===== config.mk =====
export PLATFORM = sky130hd
export DESIGN_NAME = image_stream_tx
export DESIGN_NICKNAME = d
export VERILOG_FILES = /design/src/rtl/image_pkg.sv /design/src/rtl/frame_ram.sv /design/src/rtl/image_stream_tx.sv
export SDC_FILE = /design/constraint.sdc
export NUM_CORES = 1
export LEC_CHECK = 0
export ABC_AREA = 1
export BUFFER_PORTS_ARGS = -buffer_cell sky130_fd_sc_hd__buf_2
export CAP_MARGIN = 20
export CELL_PAD_IN_SITES_DETAIL_PLACEMENT = 0
export CELL_PAD_IN_SITES_GLOBAL_PLACEMENT = 1
export CORE_MARGIN = 1
export CORE_UTILIZATION = 25
export CTS_BUF_LIST = sky130_fd_sc_hd__clkbuf_16
export CTS_CLUSTER_DIAMETER = 80
export DETAILED_ROUTE_END_ITERATION = 7
export PLACE_DENSITY = 0.58
export SYNTH_ARGS = -nofsm -noshare
export SYNTH_HDL_FRONTEND = slang
export SYNTH_SLANG_ARGS = --single-unit

===== constraint.sdc =====
create_clock -name clk -period 1.8 [get_ports clk]
set_input_delay 0.18 -clock clk [delete_from_list [all_inputs] [get_ports clk]]
set_output_delay 0.18 -clock clk [all_outputs]
set_load 0.005 [all_outputs]

===== src/rtl/image_pkg.sv =====
// Shared definitions for the image streaming transmitter: default pixel width,
// transmitter state encoding and a counter-width helper.
package image_pkg;

  localparam int unsigned DefaultDataWidth = 8;

  typedef enum logic [1:0] {
    StIdle,
    StActive,
    StHblank,
    StVblank
  } tx_state_e;

  // Bits needed to hold 0..n-1, never less than one.
  function automatic int unsigned clog2_min1(input int unsigned n);
    return (n <= 2) ? 1 : $clog2(n);
  endfunction

endpackage


===== src/rtl/frame_ram.sv =====
// Frame storage: one synchronous write port, one asynchronous read port, no reset.
module frame_ram #(
  parameter int unsigned Depth     = 16,
  parameter int unsigned DataWidth = 8,
  parameter int unsigned AddrW     = 4
) (
  input  logic                 clk_i,
  input  logic                 we_i,
  input  logic [AddrW-1:0]     waddr_i,
  input  logic [DataWidth-1:0] wdata_i,
  input  logic [AddrW-1:0]     raddr_i,
  output logic [DataWidth-1:0] rdata_o
);

  logic [DataWidth-1:0] mem [Depth];

  always_ff @(posedge clk_i) begin
    if (we_i) begin
      mem[waddr_i] <= wdata_i;
    end
  end

  assign rdata_o = mem[raddr_i];

endmodule


===== src/rtl/image_stream_tx.sv =====
// Streams a stored frame in raster order with horizontal/vertical blanking and
// registered valid/data outputs; optional back-to-back frames in continuous mode.
module image_stream_tx
  import image_pkg::*;
#(
  parameter int unsigned DATA_WIDTH  = DefaultDataWidth,
  parameter int unsigned WIDTH_IMAG  = 4,
  parameter int unsigned HEIGHT_IMAG = 4,
  parameter int unsigned H_BLANK     = 2,
  parameter int unsigned V_BLANK     = 6
) (
  input  logic                                             clk,
  input  logic                                             rst,
  input  logic                                             load_we,
  input  logic [clog2_min1(WIDTH_IMAG*HEIGHT_IMAG)-1:0]    load_addr,
  input  logic [DATA_WIDTH-1:0]                            load_data,
  input  logic                                             start,
  input  logic                                             cont,
  output logic                                             busy,
  output logic                                             done,
  output logic                                             o_hav,
  output logic                                             o_vav,
  output logic [DATA_WIDTH-1:0]                            o_data
);

  localparam int unsigned NumPix   = WIDTH_IMAG * HEIGHT_IMAG;
  localparam int unsigned AddrW    = clog2_min1(NumPix);
  localparam int unsigned ColW     = clog2_min1(WIDTH_IMAG);
  localparam int unsigned RowW     = clog2_min1(HEIGHT_IMAG);
  localparam int unsigned BlankMax = (H_BLANK > V_BLANK) ? H_BLANK : V_BLANK;
  localparam int unsigned CntW     = clog2_min1(BlankMax);

  localparam logic [ColW-1:0] ColLast = ColW'(WIDTH_IMAG - 1);
  localparam logic [RowW-1:0] RowLast = RowW'(HEIGHT_IMAG - 1);
  localparam logic [CntW-1:0] HbLast  = CntW'(H_BLANK - 1);
  localparam logic [CntW-1:0] VbLast  = CntW'(V_BLANK - 1);

  tx_state_e             state_q, state_d;
  logic [RowW-1:0]       row_q, row_d;
  logic [ColW-1:0]       col_q, col_d;
  logic [CntW-1:0]       cnt_q, cnt_d;
  logic                  busy_q, busy_d;
  logic                  done_q, done_d;
  logic                  hav_q, hav_d;
  logic                  vav_q, vav_d;
  logic [DATA_WIDTH-1:0] data_q, data_d;

  logic                  ram_we;
  logic [AddrW-1:0]      rd_addr;
  logic [DATA_WIDTH-1:0] rd_data;

  // Writes only while idle and in range, so a frame in flight never tears.
  assign ram_we = load_we && !rst && (state_q == StIdle) && (32'(load_addr) < NumPix);

  frame_ram #(
    .Depth     (NumPix),
    .DataWidth (DATA_WIDTH),
    .AddrW     (AddrW)
  ) u_frame_ram (
    .clk_i   (clk),
    .we_i    (ram_we),
    .waddr_i (load_addr),
    .wdata_i (load_data),
    .raddr_i (rd_addr),
    .rdata_o (rd_data)
  );

  always_comb begin
    state_d = state_q;
    row_d   = row_q;
    col_d   = col_q;
    cnt_d   = cnt_q;
    done_d  = 1'b0;
    unique case (state_q)
      StIdle: begin
        if (start) begin
          state_d = StActive;
          row_d   = '0;
          col_d   = '0;
        end
      end
      StActive: begin
        if (col_q == ColLast) begin
          col_d   = '0;
          cnt_d   = '0;
          state_d = (row_q == RowLast) ? StVblank : StHblank;
        end else begin
          col_d = col_q + 1'b1;
        end
      end
      StHblank: begin
        if (cnt_q == HbLast) begin
          state_d = StActive;
          row_d   = row_q + 1'b1;
          col_d   = '0;
        end else begin
          cnt_d = cnt_q + 1'b1;
        end
      end
      StVblank: begin
        if (cnt_q == VbLast) begin
          done_d  = 1'b1;
          row_d   = '0;
          col_d   = '0;
          state_d = cont ? StActive : StIdle;
        end else begin
          cnt_d = cnt_q + 1'b1;
        end
      end
      default: state_d = StIdle;
    endcase
  end

  // Outputs are computed from the next state so they register alongside it.
  assign rd_addr = AddrW'(row_d) * AddrW'(WIDTH_IMAG) + AddrW'(col_d);

  always_comb begin
    busy_d = (state_d != StIdle);
    hav_d  = (state_d == StActive);
    vav_d  = hav_d || (state_d == StHblank);
    data_d = hav_d ? rd_data : '0;
  end

  always_ff @(posedge clk) begin
    if (rst) begin
      state_q <= StIdle;
      row_q   <= '0;
      col_q   <= '0;
      cnt_q   <= '0;
      busy_q  <= 1'b0;
      done_q  <= 1'b0;
      hav_q   <= 1'b0;
      vav_q   <= 1'b0;
      data_q  <= '0;
    end else begin
      state_q <= state_d;
      row_q   <= row_d;
      col_q   <= col_d;
      cnt_q   <= cnt_d;
      busy_q  <= busy_d;
      done_q  <= done_d;
      hav_q   <= hav_d;
      vav_q   <= vav_d;
      data_q  <= data_d;
    end
  end

  assign busy   = busy_q;
  assign done   = done_q;
  assign o_hav  = hav_q;
  assign o_vav  = vav_q;
  assign o_data = data_q;

endmodule


# Word-level counts from Yosys, hierarchy flattened
# Memory sizes are Yosys's and may differ from the RTL's. A register that Yosys moved wholly into a read port is not among the register bits.
# Cells that the tools add are included.
# totals
input_bits	17
ramBits	128
word_cells	60
regBits	13
mem_count	1
# mem_list
memory	depth	word_bits	read_ports	rd_clocked_by_memory_dff	wr	line_no	rtl
u_frame_ram.mem	16	8	1	1	1	frame_ram.sv:15	logic [DataWidth-1:0] mem [Depth];
# classes
reduce_logical	10
bitwise_logic	2
eq_ne	12
addsub	4
muxes	23
# ops
cell	n
$mux W2	11
$pmux W2 S4	2
$eq A2 B2 Y1 const B	5
$mux W3	3
$pmux W3 S3	1
$ne A2 B2 Y1 const B	3
$pmux W2 S3	1
$mux W1	5
$add A2 B1 Y2 const B	2
$add A4 B2 Y4	1
$eq A2 B1 Y1 const B	2
$reduce_and A4 Y1	1
$reduce_or A2 Y1	2
$add A3 B1 Y3 const B	1
$eq A3 B1 Y1 const B	1
$eq A3 B3 Y1 const B	1
$reduce_bool A3 Y1	1
$logic_and A1 B1 Y1	2
$logic_not A2 Y1	1
$not A1 Y1	2
$reduce_bool A2 Y1	1
$logic_not A1 Y1	1
$logic_or A1 B1 Y1	1

# Depth between registers and ports, before layout
# Gate-level depths: netlist (run 1).
# depth
ltp_word	7
mapped_depth	14

# Modules after synthesis
# A second synthesis (run 1) with hierarchy kept.
# hier_totals
hier_cells	688
area_unflattened_um2	6660.1
# by_module_without_submodules
mod	area_each_um2	seq_area_each_um2	instances	cells_per_inst
frame_ram	5614.1	3843.7	1	545
image_stream_tx	1046.0	420.4	1	143

# Least setup slack after synthesis (run 1)
# No wires, ideal clock.
# synth_path
path_kind	register to register
start	register state_q[0]
end	register data_q[0] (netlist: o_data[0]) (read register of u_frame_ram.mem)
setup_slack_ns	-0.089
t_arrival_ns	1.762
setup_time_ns	0.126
required_ns	1.674
path_buffers	0
stages_incl_launch_ff	12
cell_sequence	dfxtp_1 -> inv_1 -> ha_1 -> inv_2 -> nor2_2 -> a2111oi_0 -> nand2_1 -> o21ai_0 -> inv_1 -> ha_1 -> nand2_1 -> a21oi_1
# synth_via
elab_chain_cells	5
# synth_rtl
item	line_no	rtl
start: declaration	image_stream_tx.sv:38	tx_state_e state_q, state_d;
start signal: assignment	image_stream_tx.sv:126	state_q <= StIdle;
start signal: assignment	image_stream_tx.sv:136	state_q <= state_d;
$eq A2 B2 Y1 (tied with other cells)	image_stream_tx.sv:74	unique case (state_q)
$pmux W2 S4 *	image_stream_tx.sv:74	
named net state_d[0]	image_stream_tx.sv:38	
$eq A2 B1 Y1 *	image_stream_tx.sv:119	hav_d = (state_d == StActive);
named net hav_d	image_stream_tx.sv:44	logic hav_q, hav_d;
$not A1 Y1 (no source line) *	--	
$reduce_or A2 Y1 (no source line) *	--	
end: declaration	image_stream_tx.sv:46	logic [DATA_WIDTH-1:0] data_q, data_d;
# The timed path passes the listed nets; every way through them passes the cells marked *.
# A chain may end at the register's enable or synchronous reset.

# Final worst setup path (run 1)
# layout_path
start	register state_q[0]
end	memory u_frame_ram.mem[9][6] (enable)
# layout_via
elab_chain_cells	4
# layout_rtl
item	line_no	rtl
$logic_not A2 Y1	image_stream_tx.sv:53	assign ram_we = load_we && !rst && (state_q == StIdle) && (32'(load_addr) < NumPix);
$logic_and A1 B1 Y1	image_stream_tx.sv:53	
$mux W1	frame_ram.sv:18	if (we_i) begin
$mux W1 (implied by the code)	frame_ram.sv:19	mem[waddr_i] <= wdata_i;
end: declaration	frame_ram.sv:15	
# No other way between the ends.

==> results of run 1 <==
## final timing paths
path | to | depth (start not counted) | start
worst max-delay path | u_frame_ram.mem[9][6] | 9 | state_q[0]
worst min-delay path | state_q[0] | 3 | rst
worst max register to register | u_frame_ram.mem[9][6] | 9 | state_q[0]
worst min register to register | cnt_q[2] | 2 | cnt_q[2]
## sequential cells by signal, summed over array words and instances, names as in the netlist
register	count
state_q	2
col_q	2
u_frame_ram.mem	128
busy	1
row_q	2
o_vav	1
o_data	8
done	1
cnt_q	3
o_hav	1
## metal layers
| layer | part of all wire (%) | GRT usage [%] | vias up |
|---|---|---|---|
| met5 | 0 | 0 | - |
| met4 | 0.93 | 3.71 | 0 |
| met3 | 4.2 | 3.05 | 16 |
| met2 | 48 | 23.6 | 98 |
| met1 | 47 | 20.0 | 2340 |
| li1 | - | - | 2371 |
## stage by stage
stage               hold slack, ns  total power [mW]
floorplan                    0.279              4.52
global placement             0.529              5.09
detailed placement           0.527              5.08
CTS                         0.0935              9.15
global route                0.0974              9.61
finish                       0.115              9.28
## tightest hold or removal path, stage by stage
cell    delay (ns)
buf_2         0.09
buf_4         0.18
nor2_1        0.06
## logic make-up (layout without fill, tap and decap cells)
group | Yosys count | in the layout | share of synthesized area, %
adders and majority gates | 10 | 10 | 1.88
xor gates and xnor gates | 1 | 1 | 0.132
and+or+nand+nor | 310 | 311 | 22.9
AOI/OAI and AO/OA | 22 | 22 | 2.13
DFF | 149 | 149 | 64.1
buffers and inverters | 141 | 265 | 8.85
## cells in the final DEF (no fill, tap or decap), drive strengths merged, types with 2 or more instances in the layout
master and n:
a21oi 11, buf 119, bufinv 2, clkbuf 20, clkinv 4, dfxtp 21
edfxtp 128, ha 10, inv 120, nand2 88, nand3 143, nand3b 40
nor2 36, nor3 3, o21ai 6
## report_power, final
part	internal (mW)	switching, mW
clock	2.11	1.56
sequential	3.80	0.0393
combinational	0.776	0.993
## cell type report
type	instances	share of cell area [%]
Clock buffer	17	4.43
Sequential cell	149	44.5
Timing Repair Buffer	122	12.9
Multi-Input combinational cell	344	27.4
Tap cell	335	4.37
Inverter	111	4.47
Clock inverter	15	1.93
## repair_timing
action	4_1_cts	5_1_grt
pin swaps	30	36
buffers inserted	13	3
cloned	6	4
gates resized for setup	126	97
endpoints found under the setup margin	142	142
==> results.json, run 1 <==
{
  "status": "finished with violations",
  "violations": "negative setup slack",
  "synth.avg_cell_area_um2": 10.5,
  "syn_inst": 633,
  "maxCapViolCount": 0,
  "vias": 4825,
  "regArea_um2": 4270,
  "yosys_warnings": 0,
  "reg2reg_slack_ns": -0.09,
  "slowest_delay_ns": 0.38,
  "synth_top_cell_by_area": "edfxtp_1",
  "fmax_mhz": 528,
  "worst_slack_ns": -0.0930,
  "root_buffer": "clkbuf_16",
  "fin_crit_sh_pct": 105,
  "hpwlAfterDp_um": 12000,
  "drive_above_1_share_pct": 39.1,
  "antenna_found_initial": 0,
  "core_um2": 26100,
  "hold_viol": 0,
  "start_kind": "flip-flop",
  "final_cells": 1093,
  "crit_buf_inv": 4,
  "drt-vias-per-instance": 4.41,
  "cpMostUsedCell": "buf_6",
  "wl_um": 19300,
  "wl_per_cell_um": 17.7,
  "yosysSeqAreaShare_pct": 64.1,
  "detail_route.iter0.violations": 346,
  "overflow": 0,
  "synth_enable_flop_cells": 128,
  "rows": 59,
  "multi_input_area_um2": 2630,
  "synth_seq_cells": 149,
  "die_h_um": 165,
  "numCtsBuffers": 17,
  "final_max_slew_viol_count": 0,
  "grt_max_degree": 26,
  "worstHoldPathType": "in -> reg",
  "clock-sinks": 149,
  "slowest_stage": "dfxtp_4",
  "max-slew-margin-rel_pct": 71.0,
  "synth.most_common_cell": "nand3_1",
  "p_per_area_nw_per_um2": 967,
  "dr.pass1.iters": 4,
  "netlist_area_um2": 6650,
  "htreeDepth": 4,
  "p_leak_nw": 3.88,
  "n_fill_cell": 2567,
  "die_w_um": 165,
  "place_area_um2": 7670,
  "synthDistinctLibCells": 29,
  "required_ns": 1.93,
  "grt_pass1_wl_um": 28500,
  "dieArea_um2": 27200,
  "yosysTopAreaCellShare_pct": 57.8,
  "port_buffers": 28,
  "place_worst_setup_slack_ns": -0.280,
  "tightest_slew_ns": 0.435,
  "synth_common_cells": "143 x nand3_1, 128 x edfxtp_1, 106 x inv_1, 83 x nand2_1, 40 x nand3b_1",
  "clk_latency_ns": 0.43,
  "cts_hold_buf": 0,
  "grt_pass1_vias": 4761,
  "fin_crit_ns": 1.89,
  "ios": 29,
  "drc_errors": 0,
  "clockBufferDepth": 2,
  "gr-usage-all-layers_pct": 14.7,
  "setup_tns_ns": -5.40,
  "crit_chain": "inv_4, ha_4, buf_4, nand2_1, nor2_1, buf_6, nand3_4, nor2_2, buf_6",
  "fin_nets": 772,
  "antennaDiodeCount": 0,
  "postRouteAntennaNets": 0,
  "fin_util_pct": 36.8,
  "start_util_pct": 25.5,
  "arrival_ns": 2.02,
  "finClkSkew_ns": 0.00905,
  "place.gp.congestion": 0.825,
  "placed_cells_incl_taps": 1037,
  "rsz0062_at_grt": "true",
  "clkTransAtPathRegs_ns": 0.06,
  "irDropWorstVdd_mv": 0.597,
  "crit_type": "reg -> reg",
  "endpoint_kind": "flip-flop",
  "ys_async_sr_fraction_pct": 0,
  "syn2layout_area_growth_pct": 44.4,
  "critical-path-top-delay-family": "buffers and inverters",
  "setup_viol": 104,
  "ys.flop_type": "edfxtp_1",
  "ys_top_cells_by_area": "edfxtp_1 58%, nand3_1 11%, dfxtp_1 6.3%",
  "postLayoutCellArea_um2": 9600,
  "crit_fanout": 8,
  "syn_nets": 660,
  "cts_tree": "done"
}
No activity file was read; power rests on OpenSTA's default activity.
==> run 2: changes to the inputs <==
- CTS_CLUSTER_DIAMETER: 80 -> not set
- SETUP_SLACK_MARGIN: not set -> 0.02
==> results.json, run 2 (synthesis gave the netlist of run 1 again) <==
{
  "max-slew-margin-rel_pct": 70.8,
  "worstHoldPathType": "in -> reg",
  "arrival_ns": 2.28,
  "mostFrequentLayoutCells": "128 x edfxtp_1, 100 x inv_1, 74 x nand3_1",
  "cts_tree": "done",
  "drt-vias-per-instance": 4.42,
  "crit_fanout": 6,
  "fmax_mhz": 522,
  "fin_crit_ns": 1.91,
  "placed_cells_incl_taps": 1037,
  "worst_slack_ns": -0.115,
  "vias": 4833,
  "required_ns": 2.16,
  "gr-usage-all-layers_pct": 14.7,
  "internal_power_mw": 6.72,
  "finClkSkew_ns": 0.00777,
  "fin_crit_sh_pct": 106,
  "violations": "negative setup slack",
  "fin_hold_ws_ns": 0.146,
  "maxCapViolCount": 0,
  "clk_latency_ns": 0.43,
  "final_max_slew_viol_count": 0,
  "slowest_stage": "dfxtp_4",
  "final_common_cell": "edfxtp_1",
  "pwr-share-seq_pct": 41.1,
  "status": "finished with violations",
  "hpwlAfterDp_um": 12000,
  "crit_type": "reg -> reg",
  "root_buffer": "clkbuf_16",
  "netSwitchingPower_mw": 2.63,
  "detail_route.iter0.violations": 340,
  "fin_nets": 772,
  "final_cells": 1093,
  "drc_errors": 0,
  "hold_viol": 0,
  "grt_pass1_wl_um": 28600,
  "tightest_slew_ns": 0.437,
  "die_h_um": 165,
  "setup_viol": 72,
  "endpoint_kind": "flip-flop",
  "rsz0062_at_grt": "true",
  "crit_chain": "inv_4, ha_4, buf_6, o21ai_4, nand2_8, buf_12, clkbuf_16, nand2_2, nand3_2, nand3_2, nand3_2, a21oi_2",
  "clock_power_share_pct": 39.3,
  "htreeDepth": 4,
  "drive_above_1_share_pct": 41.7,
  "clock-sinks": 149,
  "sw_frac_of_total_pct": 28.2,
  "place.gp.congestion": 0.825,
  "wl_um": 19500,
  "numCtsBuffers": 17,
  "n_fill_cell": 2555,
  "start_kind": "flip-flop",
  "setup_tns_ns": -1.92,
  "antennaDiodeCount": 0,
  "dieArea_um2": 27200,
  "clockBufferDepth": 2,
  "rows": 59,
  "clkTransAtPathRegs_ns": 0.07,
  "cts_hold_buf": 0,
  "grt_pass1_vias": 4784,
  "syn2layout_area_growth_pct": 47.6,
  "slowest_delay_ns": 0.41,
  "port_buffers": 28,
  "cpMostUsedCell": "nand3_2",
  "largest_reg_flops": 128,
  "postRouteAntennaNets": 0,
  "combPwrFrac_pct": 19.7,
  "fin_util_pct": 37.7,
  "core_um2": 26100,
  "dr.pass1.iters": 4,
  "antenna_found_initial": 0,
  "ios": 29,
  "top_register": "u_frame_ram.mem",
  "start_util_pct": 25.5,
  "overflow": 0,
  "p_leak_nw": 3.91,
  "irDropWorstVdd_mv": 0.600,
  "grt_max_degree": 26,
  "p_per_area_nw_per_um2": 953,
  "die_w_um": 165,
  "wl_per_cell_um": 17.8
}
run 2: worst max-delay path: cells and delay by family, from the launching register on:
family                     cells  cell delay [ns]
buffers and inverters          4             0.52
and+or+nand+nor                5             0.43
DFF                            1             0.41
AOI/OAI and AO/OA              2             0.28
adders and majority gates      1             0.19
run 2: cell type report:
cell class | count | area [µm²] | area share (%)
Clock buffer | 17 | 425 | 4.34
Clock inverter | 15 | 185 | 1.89
Inverter | 111 | 432 | 4.40
Multi-Input combinational cell | 344 | 2780 | 28.4
Sequential cell | 149 | 4270 | 43.5
Tap cell | 335 | 419 | 4.27
Timing Repair Buffer | 122 | 1300 | 13.2
run 2: final timing paths:
kind,from,to,slack [ns],depth (start not counted)
setup / recovery,state_q[0],o_data[2],-0.11,12
hold / removal,rst,o_vav,0.15,3
setup reg to reg,state_q[0],o_data[2],-0.11,12
hold reg to reg,cnt_q[2],cnt_q[2],0.57,2
run 2: layer usage:
layer  vias to the layer above  routed length (µm)  GRT usage [%]
met5                         -                   0              0
met4                         0                 183           3.71
met3                        14                 764           3.05
met2                       102                9410           23.6
met1                      2348                9130           20.1
li1                       2369                   -              -
run 2: repair_timing:
action / in CTS / in global routing
setup buffers: 13 / 3
pin swaps: 33 / 46
setup endpoints to repair: 142 / 142
resized for setup: 146 / 126
gates cloned: 6 / 4
hold endpoints to repair: 0 / 0
run 2: power by group through the flow:
stage / clock, mW / combinational (mW) / sequential [mW]
floorplan: 0 / 0.620 / 3.90
CTS: 3.73 / 1.59 / 3.84
finish: 3.67 / 1.84 / 3.84
detailed placement: 0 / 1.17 / 3.91
global route: 3.87 / 1.96 / 3.85
global placement: 0 / 1.18 / 3.91
run 2: metrics by stage:
step / instance area [µm²] / total power, mW / worst slack, ns
2_1_floorplan: 6660 / 4.52 / -0.0126
3_3_place_gp: 7670 / 5.09 / -0.258
3_5_place_dp: 7670 / 5.08 / -0.280
4_1_cts: 9170 / 9.16 / -0.0481
5_1_grt: 9810 / 9.68 / -0.154
6_report: 9810 / 9.35 / -0.115
==> run 3: changes to the inputs <==
- ABC_CLOCK_PERIOD_IN_PS: not set -> 1800
- GPL_TIMING_DRIVEN: not set -> 0
==> results.json, run 3 (synthesis gave the netlist of run 1 again) <==
{
  "wl_um": 20700,
  "numCtsBuffers": 17,
  "start_kind": "flip-flop",
  "place_area_um2": 7220,
  "r2r-start": "state_q[0]",
  "postRouteAntennaNets": 0,
  "grt_max_degree": 17,
  "gr-usage-all-layers_pct": 15.4,
  "vias": 4884,
  "overflow": 0,
  "hpwlAfterDp_um": 12700,
  "clkTransAtPathRegs_ns": 0.06,
  "core_um2": 26100,
  "drc_errors": 0,
  "grt_pass1_wl_um": 29400,
  "crit_fanout": 8,
  "p_leak_nw": 3.81,
  "slowest_stage": "dfxtp_4",
  "fin_crit_sh_pct": 108,
  "clock-sinks": 149,
  "internal_power_mw": 6.42,
  "netSwitchingPower_mw": 2.54,
  "drt-vias-per-instance": 4.50,
  "mostFrequentLayoutCells": "128 x edfxtp_1, 98 x inv_1, 69 x nand2_1",
  "die_w_um": 165,
  "cts_tree": "done",
  "finClkSkew_ns": 0.0117,
  "antennaDiodeCount": 0,
  "tightest_slew_ns": 0.502,
  "htreeDepth": 4,
  "clockBufferDepth": 2,
  "setup_viol": 109,
  "largest_reg_flops": 128,
  "ios": 29,
  "syn2layout_area_growth_pct": 48.6,
  "required_ns": 2.15,
  "arrival_ns": 2.29,
  "combPwrFrac_pct": 20.1,
  "postLayoutCellArea_um2": 9880,
  "final_max_slew_viol_count": 0,
  "drive_above_1_share_pct": 41.9,
  "clk_latency_ns": 0.43,
  "rows": 59,
  "dieArea_um2": 27200,
  "start_util_pct": 25.5,
  "cts_hold_buf": 0,
  "hold_viol": 0,
  "power.total_mw": 8.96,
  "dr.pass1.iters": 4,
  "rsz0062_at_grt": "true",
  "place.gp.congestion": 0.806,
  "startpoint": "state_q[0]",
  "slowest_delay_ns": 0.38,
  "fin_util_pct": 37.9,
  "pwr-share-seq_pct": 42.8,
  "worstHoldPathType": "in -> reg",
  "sw_frac_of_total_pct": 28.3,
  "grt_pass1_vias": 4730,
  "cpMostUsedCell": "inv_4",
  "fin_crit_ns": 1.94,
  "top_register": "u_frame_ram.mem",
  "detail_route.iter0.violations": 387,
  "root_buffer": "clkbuf_16",
  "fmax_mhz": 514,
  "min_from": "load_data[3]",
  "maxCapViolCount": 0,
  "violations": "negative setup slack",
  "fin_nets": 765,
  "final_common_cell": "edfxtp_1",
  "setup_tns_ns": -3.18,
  "antenna_found_initial": 0,
  "reg2reg_slack_ns": -0.14,
  "wl_per_cell_um": 19.1,
  "status": "finished with violations",
  "crit_chain": "inv_4, ha_4, inv_4, nor2_4, inv_2, nand4_4, nand2_2, o21ai_4, buf_12, inv_12, clkbuf_16, nand3_4, nand3_2, a21oi_4",
  "n_fill_cell": 2525,
  "irDropWorstVdd_mv": 0.622,
  "max-slew-margin-rel_pct": 66.6,
  "die_h_um": 165,
  "p_per_area_nw_per_um2": 907,
  "worst_slack_ns": -0.144,
  "port_buffers": 28,
  "clock_power_share_pct": 37.0,
  "endpoint_kind": "flip-flop",
  "crit_type": "reg -> reg"
}
[run 3: changes by cell type in the layout (fill, tap and decap cells not counted), sizes merged]
cell      change
clkbuf        +5
clkinvlp      +3
bufinv        -1
inv           -7
buf          -13
clkinv        +5
[run 3: worst max-delay path: cells and delay by family (launching register included)]
family | cells | cell delay, ns
AND/OR/NAND/NOR | 5 | 0.44
flip-flops | 1 | 0.38
buffers and inverters | 6 | 0.57
adder cells (fa/ha/maj) | 1 | 0.21
AO/OA/AOI/OAI | 2 | 0.25
[run 3: repair_timing]
| item | CTS | global route |
|---|---|---|
| cloned | 3 | 5 |
| buffers inserted | 26 | 25 |
| endpoints found under the setup margin | 143 | 142 |
| resized for setup | 165 | 168 |
| pin swaps | 29 | 65 |
[run 3: per-layer routing]
| layer | GRT usage [%] | part of all wire [%] |
|---|---|---|
| met1 | 20.7 | 44 |
| met2 | 24.9 | 48 |
| met3 | 3.55 | 6.9 |
| met4 | 3.84 | 1.7 |
| met5 | 0 | 0 |
[run 3: cell type report]
type                       count  area [µm²]  share of cell area [%]
buffer                        30         414                    4.19
clock buffer                  17         425                    4.31
clock inverter                14         114                    1.15
inverter                     111         463                    4.69
multi-input combinational    344        2890                    29.3
sequential                   149        4280                    43.3
tap                          335         419                    4.24
timing repair buffer          84         867                    8.78
timing repair inverter         1        8.76                  0.0886
[run 3: power by group through the flow]
stage | logic, mW | clock network [mW] | registers, mW
3_3_place_gp | 1.05 | 0 | 3.90
4_1_cts | 1.38 | 3.36 | 3.83
5_1_grt | 1.92 | 3.51 | 3.84
3_5_place_dp | 1.05 | 0 | 3.90
2_1_floorplan | 0.620 | 0 | 3.90
6_report | 1.80 | 3.32 | 3.84
[run 3: stage by stage]
stage | setup WS, ns | hold WS (ns) | instances
detailed placement | -1.08 | 0.516 | 996
floorplan | -0.0126 | 0.279 | 633
global route | -0.213 | 0.183 | 1085
global placement | -1.06 | 0.507 | 996
CTS | -0.163 | 0.171 | 1056
finish | -0.144 | 0.175 | 1085
[run 3: final timing paths]
check | end | depth (start not counted)
worst max-delay path | o_data[4] | 14
worst min-delay path | u_frame_ram.mem[10][3] | 1
worst max register to register | o_data[4] | 14
worst min register to register | cnt_q[1] | 2
